`config.mk`:
```
export PLATFORM = sky130hd
export DESIGN_NAME = watchdog_supervisor
export DESIGN_NICKNAME = d
export VERILOG_FILES = /design/src/rtl/wdt_pkg.sv /design/src/rtl/wdt_down_counter.sv /design/src/rtl/watchdog_supervisor.sv
export SDC_FILE = /design/constraint.sdc
export NUM_CORES = 1
export LEC_CHECK = 0
export CORE_UTILIZATION = 40
export DETAILED_ROUTE_END_ITERATION = 16
export DONT_BUFFER_PORTS = 1
export PLACE_DENSITY = 0.63
export SLEW_MARGIN = 20
export SYNTH_ARGS = -nofsm -noshare
export SYNTH_HDL_FRONTEND = slang
export SYNTH_SLANG_ARGS = --single-unit
```
`constraint.sdc`:
```
create_clock -name clk -period 6.9 [get_ports clk]
set_input_delay 0.69 -clock clk [delete_from_list [all_inputs] [get_ports clk]]
set_output_delay 0.69 -clock clk [all_outputs]
set_load 0.03 [all_outputs]
```
`src/rtl/wdt_pkg.sv`:
```
// Shared encodings for the two-stage watchdog supervisor: FSM states,
// register offsets and CTRL bit positions.
package wdt_pkg;

    typedef enum logic [1:0] {
        WDT_IDLE  = 2'd0,
        WDT_WATCH = 2'd1,
        WDT_WARN  = 2'd2,
        WDT_BITE  = 2'd3
    } wdt_state_e;

    localparam logic [1:0] WDT_CTRL    = 2'd0;
    localparam logic [1:0] WDT_TIMEOUT = 2'd1;
    localparam logic [1:0] WDT_KICK    = 2'd2;
    localparam logic [1:0] WDT_STATUS  = 2'd3;

    localparam int CTRL_EN_BIT   = 0;
    localparam int CTRL_LOCK_BIT = 1;

endpackage

```
`src/rtl/wdt_down_counter.sv`:
```
// 32-bit loadable down-counter; load wins over decrement and the count
// parks at zero instead of wrapping.
module wdt_down_counter (
    input  logic        clk,
    input  logic        rst,
    input  logic        load,
    input  logic [31:0] load_val,
    input  logic        dec,
    output logic [31:0] cnt,
    output logic        zero
);

    logic [31:0] cnt_q, cnt_d;

    always_comb begin
        cnt_d = cnt_q;
        if (load) begin
            cnt_d = load_val;
        end else if (dec && (cnt_q != 32'd0)) begin
            cnt_d = cnt_q - 32'd1;
        end
    end

    always_ff @(posedge clk or negedge rst) begin
        if (!rst) begin
            cnt_q <= 32'd0;
        end else begin
            cnt_q <= cnt_d;
        end
    end

    assign cnt  = cnt_q;
    assign zero = (cnt_q == 32'd0);

endmodule

```
`src/rtl/watchdog_supervisor.sv`:
```
// Two-stage processor watchdog: register file, escalation FSM and read mux.
// state | meaning
// IDLE  | disabled, counter parked at 0
// WATCH | counting TIMEOUT, waiting for a kick
// WARN  | irq raised, counting GRACE before reset request
// BITE  | irq and rst_req held until rst
module watchdog_supervisor
    import wdt_pkg::*;
#(
    parameter logic [31:0] DEFAULT_TIMEOUT = 32'd150000000,
    parameter logic [31:0] GRACE           = 32'd15000000,
    parameter logic [31:0] KICK_KEY        = 32'h5A5AA5A5
) (
    input  logic        clk,
    input  logic        rst,
    input  logic        wr_en,
    input  logic [1:0]  addr,
    input  logic [31:0] wdata,
    output logic [31:0] rdata,
    output logic        irq,
    output logic        rst_req
);

    wdt_state_e  state_q, state_d;
    logic [31:0] timeout_q, timeout_d;
    logic        en_q, en_d;
    logic        lock_q, lock_d;
    logic        irq_q, irq_d;
    logic        rst_req_q, rst_req_d;

    logic        live, ctrl_wr, tmo_wr, kick_wr, en_wr, kick_ok, kick_bad;
    logic        cnt_load, cnt_dec, cnt_zero;
    logic [31:0] cnt_load_val, cnt;

    // BITE freezes the whole register file
    assign live     = (state_q != WDT_BITE);
    assign ctrl_wr  = wr_en && live && (addr == WDT_CTRL);
    assign tmo_wr   = wr_en && live && (addr == WDT_TIMEOUT);
    assign kick_wr  = wr_en && live && (addr == WDT_KICK);
    assign en_wr    = ctrl_wr && !lock_q;
    assign kick_ok  = kick_wr && (wdata == KICK_KEY);
    assign kick_bad = kick_wr && (wdata != KICK_KEY);
    assign cnt_dec  = ((state_q == WDT_WATCH) || (state_q == WDT_WARN)) && (cnt != 32'd0);

    wdt_down_counter u_cnt (
        .clk      (clk),
        .rst      (rst),
        .load     (cnt_load),
        .load_val (cnt_load_val),
        .dec      (cnt_dec),
        .cnt      (cnt),
        .zero     (cnt_zero)
    );

    always_comb begin
        state_d      = state_q;
        timeout_d    = timeout_q;
        en_d         = en_q;
        lock_d       = lock_q;
        irq_d        = irq_q;
        rst_req_d    = rst_req_q;
        cnt_load     = 1'b0;
        cnt_load_val = 32'd0;

        // EN is gated by the old LOCK, so EN=0 with LOCK=1 still disables
        if (en_wr) en_d = wdata[CTRL_EN_BIT];
        if (ctrl_wr) lock_d = lock_q | wdata[CTRL_LOCK_BIT];
        if (tmo_wr && !lock_q) timeout_d = (wdata == 32'd0) ? 32'd1 : wdata;

        case (state_q)
            WDT_IDLE: begin
                if (en_wr && wdata[CTRL_EN_BIT]) begin
                    state_d      = WDT_WATCH;
                    cnt_load     = 1'b1;
                    cnt_load_val = timeout_q;
                end
            end
            WDT_WATCH, WDT_WARN: begin
                if (en_wr && !wdata[CTRL_EN_BIT]) begin
                    state_d  = WDT_IDLE;
                    irq_d    = 1'b0;
                    cnt_load = 1'b1;
                end else if (kick_bad) begin
                    state_d   = WDT_BITE;
                    irq_d     = 1'b1;
                    rst_req_d = 1'b1;
                end else if (kick_ok) begin
                    state_d      = WDT_WATCH;
                    irq_d        = 1'b0;
                    cnt_load     = 1'b1;
                    cnt_load_val = timeout_q;
                end else if (cnt_zero) begin
                    if (state_q == WDT_WATCH) begin
                        state_d      = WDT_WARN;
                        irq_d        = 1'b1;
                        cnt_load     = 1'b1;
                        cnt_load_val = GRACE;
                    end else begin
                        state_d   = WDT_BITE;
                        irq_d     = 1'b1;
                        rst_req_d = 1'b1;
                    end
                end
            end
            default: begin
                irq_d     = 1'b1;
                rst_req_d = 1'b1;
            end
        endcase
    end

    always_ff @(posedge clk or negedge rst) begin
        if (!rst) begin
            state_q   <= WDT_IDLE;
            timeout_q <= DEFAULT_TIMEOUT;
            en_q      <= 1'b0;
            lock_q    <= 1'b0;
            irq_q     <= 1'b0;
            rst_req_q <= 1'b0;
        end else begin
            state_q   <= state_d;
            timeout_q <= timeout_d;
            en_q      <= en_d;
            lock_q    <= lock_d;
            irq_q     <= irq_d;
            rst_req_q <= rst_req_d;
        end
    end

    always_comb begin
        rdata = 32'd0;
        case (addr)
            WDT_CTRL:    rdata = {30'd0, lock_q, en_q};
            WDT_TIMEOUT: rdata = timeout_q;
            WDT_STATUS:  rdata = {28'd0, irq_q, rst_req_q, state_q};
            default:     rdata = 32'd0;
        endcase
    end

    assign irq     = irq_q;
    assign rst_req = rst_req_q;

endmodule

```
==> impl_metrics.py, run 1 <==
metrics = {
    "worst_setup_path": {
        "worstSetupPathType": "flip-flop to flip-flop",
        "crit_fanout": 24,
        "end_kind": "flip-flop",
        "worstPathCellList": "ha_1 -> or4b_1 -> or3_1 -> o22a_1 -> a31oi_4 -> buf_8 -> nor3_1 -> a221o_1",
        "crit_buf_inv": 1,
        "r2r_start": "state_q[0]$_DFFE_PN0P_",
        "crit_path_top_delay_cell": "a31oi_4",
        "start_kind": "flip-flop",
        "startpoint": "state_q[0]$_DFFE_PN0P_",
        "worstPathArrival_ns": 3.65,
        "critPathMaxStageDelay_ns": 0.63,
        "required_ns": 7.13,
        "path_delay_family": "compound AO/OA/AOI/OAI gates",
    },
    "placed_design": {
        "gp_congestion": 0.9346,
        "portBuffers": 0,
        "dp_hpwl_mm": 8.066,
    },
    "clock_network": {
        "numCtsBuffers": 9,
        "cts.sinks": 70,
        "clockBufferDepth": 2,
        "hold_buffers": 0,
        "clk_pin_slew_ns": 0.08,
        "cts_resized": 0,
        "htree_levels": 3,
        "root_buffer": "clkbuf_8",
        "cts_tree": "built",
        "post_cts_buffers": 0,
        "clk_latency_ns": 0.35,
    },
    "logic_synthesis": {
        "synth_seq_cells": 70,
        "avgSynthCellArea_um2": 9.585,
        "syn-cell-area_mm2": 0.004179,
        "synth_fp_nets": 479,
        "yosysSeqAreaShare": 0.4222,
        "synth_warnings": 0,
        "synthArstFlopShare": 1.000,
        "netlist-cell-type-count": 56,
        "syn_inst": 436,
        "synth_top_area_share": 0.3593,
        "synth.area.top_cells": "dfrtp_1 36%, mux2_2 8.6%, dfstp_2 6.3%",
        "ys.flop_type": "dfrtp_1",
        "synth-edff-count": 0,
        "yosysTopAreaCell": "dfrtp_1",
    },
    "pwr": {
        "leakage_nw": 1.756,
        "cellPowerDensity_mw_per_mm2": 181.1,
        "peakVddDrop_uv": 112.1,
    },
    "die": {
        "row_count": 36,
        "dieArea_mm2": 0.01086,
        "die_h_um": 104.2,
        "pin_count": 71,
        "core_mm2": 0.009955,
        "start_util": 0.4198,
        "die_w_um": 104.2,
    },
    "routing": {
        "vias": 3409,
        "dr.pass1.iters": 5,
        "wl_per_cell_um": 19.98,
        "drt_iter0_markers": 248,
        "ant_nets": 0,
        "viasPerCell": 6.055,
        "routed_wl_mm": 11.25,
        "drc": 0,
    },
    "timing": {
        "finalCritPeriodShare": 0.4965,
        "clock_skew_ns": 0.01009,
        "rsz0062_at_grt": "no",
        "max_freq_ghz": 0.2919,
        "worstMarginPinSlew_ns": 0.9874,
        "timing.final.setup_violations": 0,
        "fin_crit_ns": 3.426,
        "max_slew_margin": 0.3401,
        "finalSetupTns_ns": 0,
        "slew_viol_final": 0,
        "hold_viol": 0,
    },
    "outcome": {
        "outcome": "completed",
    },
    "final_layout": {
        "mostFrequentLayoutCells": "60 x dfrtp_1, 32 x mux2_2, 30 x and2_1",
        "final_common_cell": "dfrtp_1",
        "drive_above_1_share": 0.1721,
        "syn2layout_area_growth_pct": 7.395,
        "n_antenna_cell": 0,
        "fin_nets": 468,
        "final_core_util": 0.4509,
        "fillers": 934,
    },
    "min_path": {
        "hp-class": "input port to asynchronous set/reset pin",
    },
    "global_routing": {
        "antenna_found_initial": 0,
        "overflow": 0,
        "grt_use_total": 0.2157,
        "first_global_vias": 3393,
        "grt_max_degree": 71,
        "grt_pass1_wl_mm": 18.37,
    },
    "job": {
        "max-cap-violations": 0,
    },
}
-- flip-flops by register name (all words and copies together), names as in the netlist --
signal,flops
en_q,1
state_q,2
timeout_q,32
lock_q,1
rst_req,1
u_cnt.cnt,32
irq,1
-- cell type report --
type	count	area (um^2)	area share
well taps	133	166.4	0.03708
clock inverters	6	93.84	0.02091
repair buffers	3	30.03	0.006691
inverters	9	33.78	0.007527
flip-flops and latches	70	1764	0.3931
clock buffers	10	137.6	0.03067
multi-input cells	332	2262	0.5040
-- report_power, final --
part	switching, W	total, W	leakage (nW)	internal [W]
clock network	0.000166	0.000382	0.113	0.000216
registers	0.00000303	0.000416	0.822	0.000413
logic	0.00000876	0.0000149	0.820	0.00000618
-- metrics by stage --
step	total power [W]	std cells	hold slack [ns]	setup slack, ns	area (um^2)
2_1_floorplan	0.0004379	436	0.3944	4.144	4179
3_3_place_gp	0.0004385	546	0.3985	3.523	4242
3_5_place_dp	0.0004389	546	0.3986	3.442	4242
4_1_cts	0.0008190	562	0.01493	3.411	4473
5_1_grt	0.0008378	563	0.01087	3.324	4488
6_report	0.0008130	563	0.02454	3.474	4488
-- cell usage after synthesis (all sizes together) (2+ instances only) --
master / count
ha: 6
xnor2: 9
nor4: 22
nand3: 23
inv: 9
or3: 4
a21o: 6
xor2: 8
dfstp: 10
or4: 5
a221o: 5
buf: 7
nor3: 23
nor2b: 6
o21ai: 29
nor2: 24
a211oi: 3
clkbuf: 18
a21oi: 27
dfrtp: 60
nand4b: 3
or2: 4
a31oi: 3
nand4: 6
and2: 30
nor4b: 2
and3: 2
mux2: 32
nand2: 24
mux2i: 9
nand4bb: 2
-- worst paths after layout --
check,end,slack [ns],depth (start not counted)
worst min register to register,en_q$_DFFE_PN0N_,0.52,1
worst max register to register,u_cnt.cnt[7]$_DFFE_PN0P_,3.47,8
min in group clk,lock_q$_DFFE_PN0N_,0.45,2
max in group asynchronous,timeout_q[15]$_DFFE_PN1P_,6.67,0
worst min-delay path,u_cnt.cnt[20]$_DFFE_PN0P_,0.02,0
worst max-delay path,u_cnt.cnt[7]$_DFFE_PN0P_,3.47,8
-- worst register-to-register path: cells and delay by family, from the launching register on --
kind                       cells  cell delay (ns)
adders and majority gates      1             0.28
DFF                            1             0.44
and+or+nand+nor                3             1.13
AOI/OAI and AO/OA              3             1.19
buffers and inverters          1             0.26
-- kinds of logic after synthesis --
| group | count (synthesis) | synth area share |
|---|---|---|
| buffers and inverters | 34 | 0.03653 |
| xor gates and xnor gates | 17 | 0.03563 |
| AOI/OAI and AO/OA | 82 | 0.1311 |
| and+or+nand+nor | 186 | 0.2488 |
| muxes | 41 | 0.1078 |
| DFF | 70 | 0.4222 |
| adders and majority gates | 6 | 0.01796 |
-- layer usage --
layer	global-route usage	vias to the layer above	wire [um]
met4	0.06531	0	134
li1	-	1572	-
met3	0.03697	14	686
met5	0	-	0
met1	0.3036	1691	5180
met2	0.3390	132	5250
(Power assumes the default switching activity.)
==> inputs of run 2 (changes only) <==
--- a/config.mk
+++ b/config.mk
@@ -8,7 +8,7 @@
 export CORE_UTILIZATION = 40
 export DETAILED_ROUTE_END_ITERATION = 16
 export DONT_BUFFER_PORTS = 1
-export PLACE_DENSITY = 0.63
+export PLACE_DENSITY = 0.65
 export SLEW_MARGIN = 20
 export SYNTH_ARGS = -nofsm -noshare
 export SYNTH_HDL_FRONTEND = slang
==> constraint.sdc (replaced) <==
create_clock -name clk -period 2.85 [get_ports clk]
set_input_delay 0.285 -clock clk [delete_from_list [all_inputs] [get_ports clk]]
set_output_delay 0.285 -clock clk [all_outputs]
set_load 0.03 [all_outputs]
==> run 2 against run 1 <==
  * Wire length decreased by 3.0%
  * Sequential share of layout area decreased by 1.8 points
  * Core utilization increased by 2.1 points
  * Clock skew decreased by 0.0029 ns
  * Global-route usage decreased by 0.76 points
  * Die area unchanged
  * Clock-buffer cell count unchanged
  * Largest power group unchanged
==> impl_metrics.py, run 2 (synthesized netlist as in run 1, its figures left out) <==
metrics = {
    "outcome": {
        "outcome": "completed",
    },
    "worst_setup_path": {
        "crit_fanout": 35,
        "end_kind": "flip-flop",
        "worstPathArrival_ns": 2.97,
        "required_ns": 3.09,
        "worstSetupPathType": "flip-flop to flip-flop",
        "path_delay_family": "simple AND/OR/NAND/NOR gates",
        "worstPathCellList": "nor4_2 -> nand4b_1 -> or4_1 -> o22a_1 -> a31oi_4 -> buf_12 -> nor4_1 -> a221o_1",
        "critPathMaxStageDelay_ns": 0.58,
        "crit_path_top_delay_cell": "or4_1",
        "reg2regPathDepth": 8,
        "r2r_start": "u_cnt.cnt[16]$_DFFE_PN0P_",
        "r2r_end": "u_cnt.cnt[18]$_DFFE_PN0P_",
        "start_kind": "flip-flop",
        "r2r_setup_slack_ns": 0.12,
        "crit_buf_inv": 1,
    },
    "clock_network": {
        "clk_latency_ns": 0.35,
        "cts.sinks": 70,
        "htree_levels": 3,
        "cts_tree": "built",
        "root_buffer": "clkbuf_8",
        "clk_pin_slew_ns": 0.08,
        "clockBufferDepth": 2,
        "numCtsBuffers": 9,
        "post_cts_buffers": 0,
    },
    "global_routing": {
        "met1_usage": 0.2896,
        "antenna_found_initial": 0,
        "grt_use_met3": 0.03133,
        "first_global_vias": 3478,
        "grt_use_total": 0.2081,
        "overflow": 0,
        "grt_max_degree": 71,
        "grt_busiest_layer": "met2",
        "grt_pass1_wl_mm": 17.88,
        "met2_usage": 0.3257,
    },
    "final_layout": {
        "seqCellArea_mm2": 0.001764,
        "syn2layout_area_growth_pct": 12.43,
        "n_antenna_cell": 0,
        "fin_nets": 491,
        "final_core_util": 0.4720,
        "drive_above_1_share": 0.2163,
        "final_common_cell": "dfrtp_1",
        "fin_cells": 586,
        "multiInputGateArea_mm2": 0.002277,
        "mostFrequentLayoutCells": "60 x dfrtp_1, 32 x mux2_2, 30 x and2_1",
        "fillers": 935,
        "fin_area_mm2": 0.004698,
    },
    "routing": {
        "viasPerCell": 5.894,
        "drc": 0,
        "vias": 3454,
        "drt_iter0_markers": 205,
        "ant_nets": 0,
        "wl_per_cell_um": 18.61,
        "dr.pass1.iters": 4,
        "routed_wl_mm": 10.91,
    },
    "timing": {
        "slew_viol_final": 0,
        "finalCritPeriodShare": 0.9596,
        "fin_crit_ns": 2.735,
        "max_slew_margin": 0.3740,
        "finalSetupTns_ns": 0,
        "timing.final.setup_violations": 0,
        "max_freq_ghz": 0.3656,
        "clock_skew_ns": 0.007195,
        "hold_viol": 0,
        "worstMarginPinSlew_ns": 0.9292,
    },
    "job": {
        "max-cap-violations": 0,
    },
    "min_path": {
        "min_from": "wdata[1]",
        "hold-path-cell-count": 2,
        "min_to": "lock_q$_DFFE_PN0N_",
        "hp-class": "input port to flip-flop",
    },
    "die": {
        "dieArea_mm2": 0.01086,
        "pin_count": 71,
        "die_h_um": 104.2,
        "start_util": 0.4198,
        "die_w_um": 104.2,
        "core_mm2": 0.009955,
        "row_count": 36,
    },
    "placed_design": {
        "portBuffers": 0,
        "dp_hpwl_mm": 7.913,
        "dp_cells": 568,
        "place_area_mm2": 0.004432,
        "gp_congestion": 0.8906,
    },
    "pwr": {
        "leakage_nw": 1.874,
        "finalPower_w": 0.001951,
        "peakVddDrop_uv": 335.8,
        "cellPowerDensity_mw_per_mm2": 415.2,
    },
}
-- run 2: changes by cell type in the layout (fill, tap and decap cells not counted), sizes merged --
cell	before	now
buf	3	25
clkinv	2	3
dlygate4sd3	0	1
inv	10	9
-- run 2: final cells by class --
class	count	share of cell area
clock buffer	10	0.02716
clock inverter	6	0.01838
inverter	9	0.007190
multi-input combinational	332	0.4847
sequential	70	0.3755
tap	133	0.03542
timing repair buffer	26	0.05166
-- run 2: repair_timing --
item	4_1_cts	5_1_grt
endpoints found under the setup margin	0	7
hold endpoints to repair	70	0
hold buffers	2	0
resized for setup	0	3
-- run 2: worst max path at each step --
stage	from	end	slack, ns	depth (start not counted)
6_report	u_cnt.cnt[16]$_DFFE_PN0P_	u_cnt.cnt[18]$_DFFE_PN0P_	0.12	8
5_1_grt	u_cnt.cnt[16]$_DFFE_PN0P_	u_cnt.cnt[18]$_DFFE_PN0P_	-0.02	8
4_1_cts	state_q[1]$_DFFE_PN0P_	u_cnt.cnt[18]$_DFFE_PN0P_	0.09	8
3_5_place_dp	state_q[1]$_DFFE_PN0P_	u_cnt.cnt[18]$_DFFE_PN0P_	0.11	8
3_3_place_gp	u_cnt.cnt[16]$_DFFE_PN0P_	u_cnt.cnt[18]$_DFFE_PN0P_	0.19	8
2_1_floorplan	state_q[0]$_DFFE_PN0P_	u_cnt.cnt[7]$_DFFE_PN0P_	0.13	9
-- run 2: stage by stage --
stage | setup slack, ns | hold slack [ns]
finish | 0.1151 | 0.05578
global route | -0.02302 | 0.04140
CTS | 0.08792 | 0.03780
detailed placement | 0.1094 | -0.005742
global placement | 0.1914 | -0.005420
floorplan | 0.1264 | -0.01059
-- run 2: metal layers --
metal | up-vias | part of all wire
li1 | 1614 | -
met1 | 1706 | 0.46
met2 | 120 | 0.47
met3 | 14 | 0.054
met4 | 0 | 0.016
met5 | - | 0
-- run 2: power breakdown --
part | switching (W) | internal (W)
clock | 0.000389 | 0.000491
combinational | 0.0000416 | 0.0000208
sequential | 0.00000743 | 0.00100
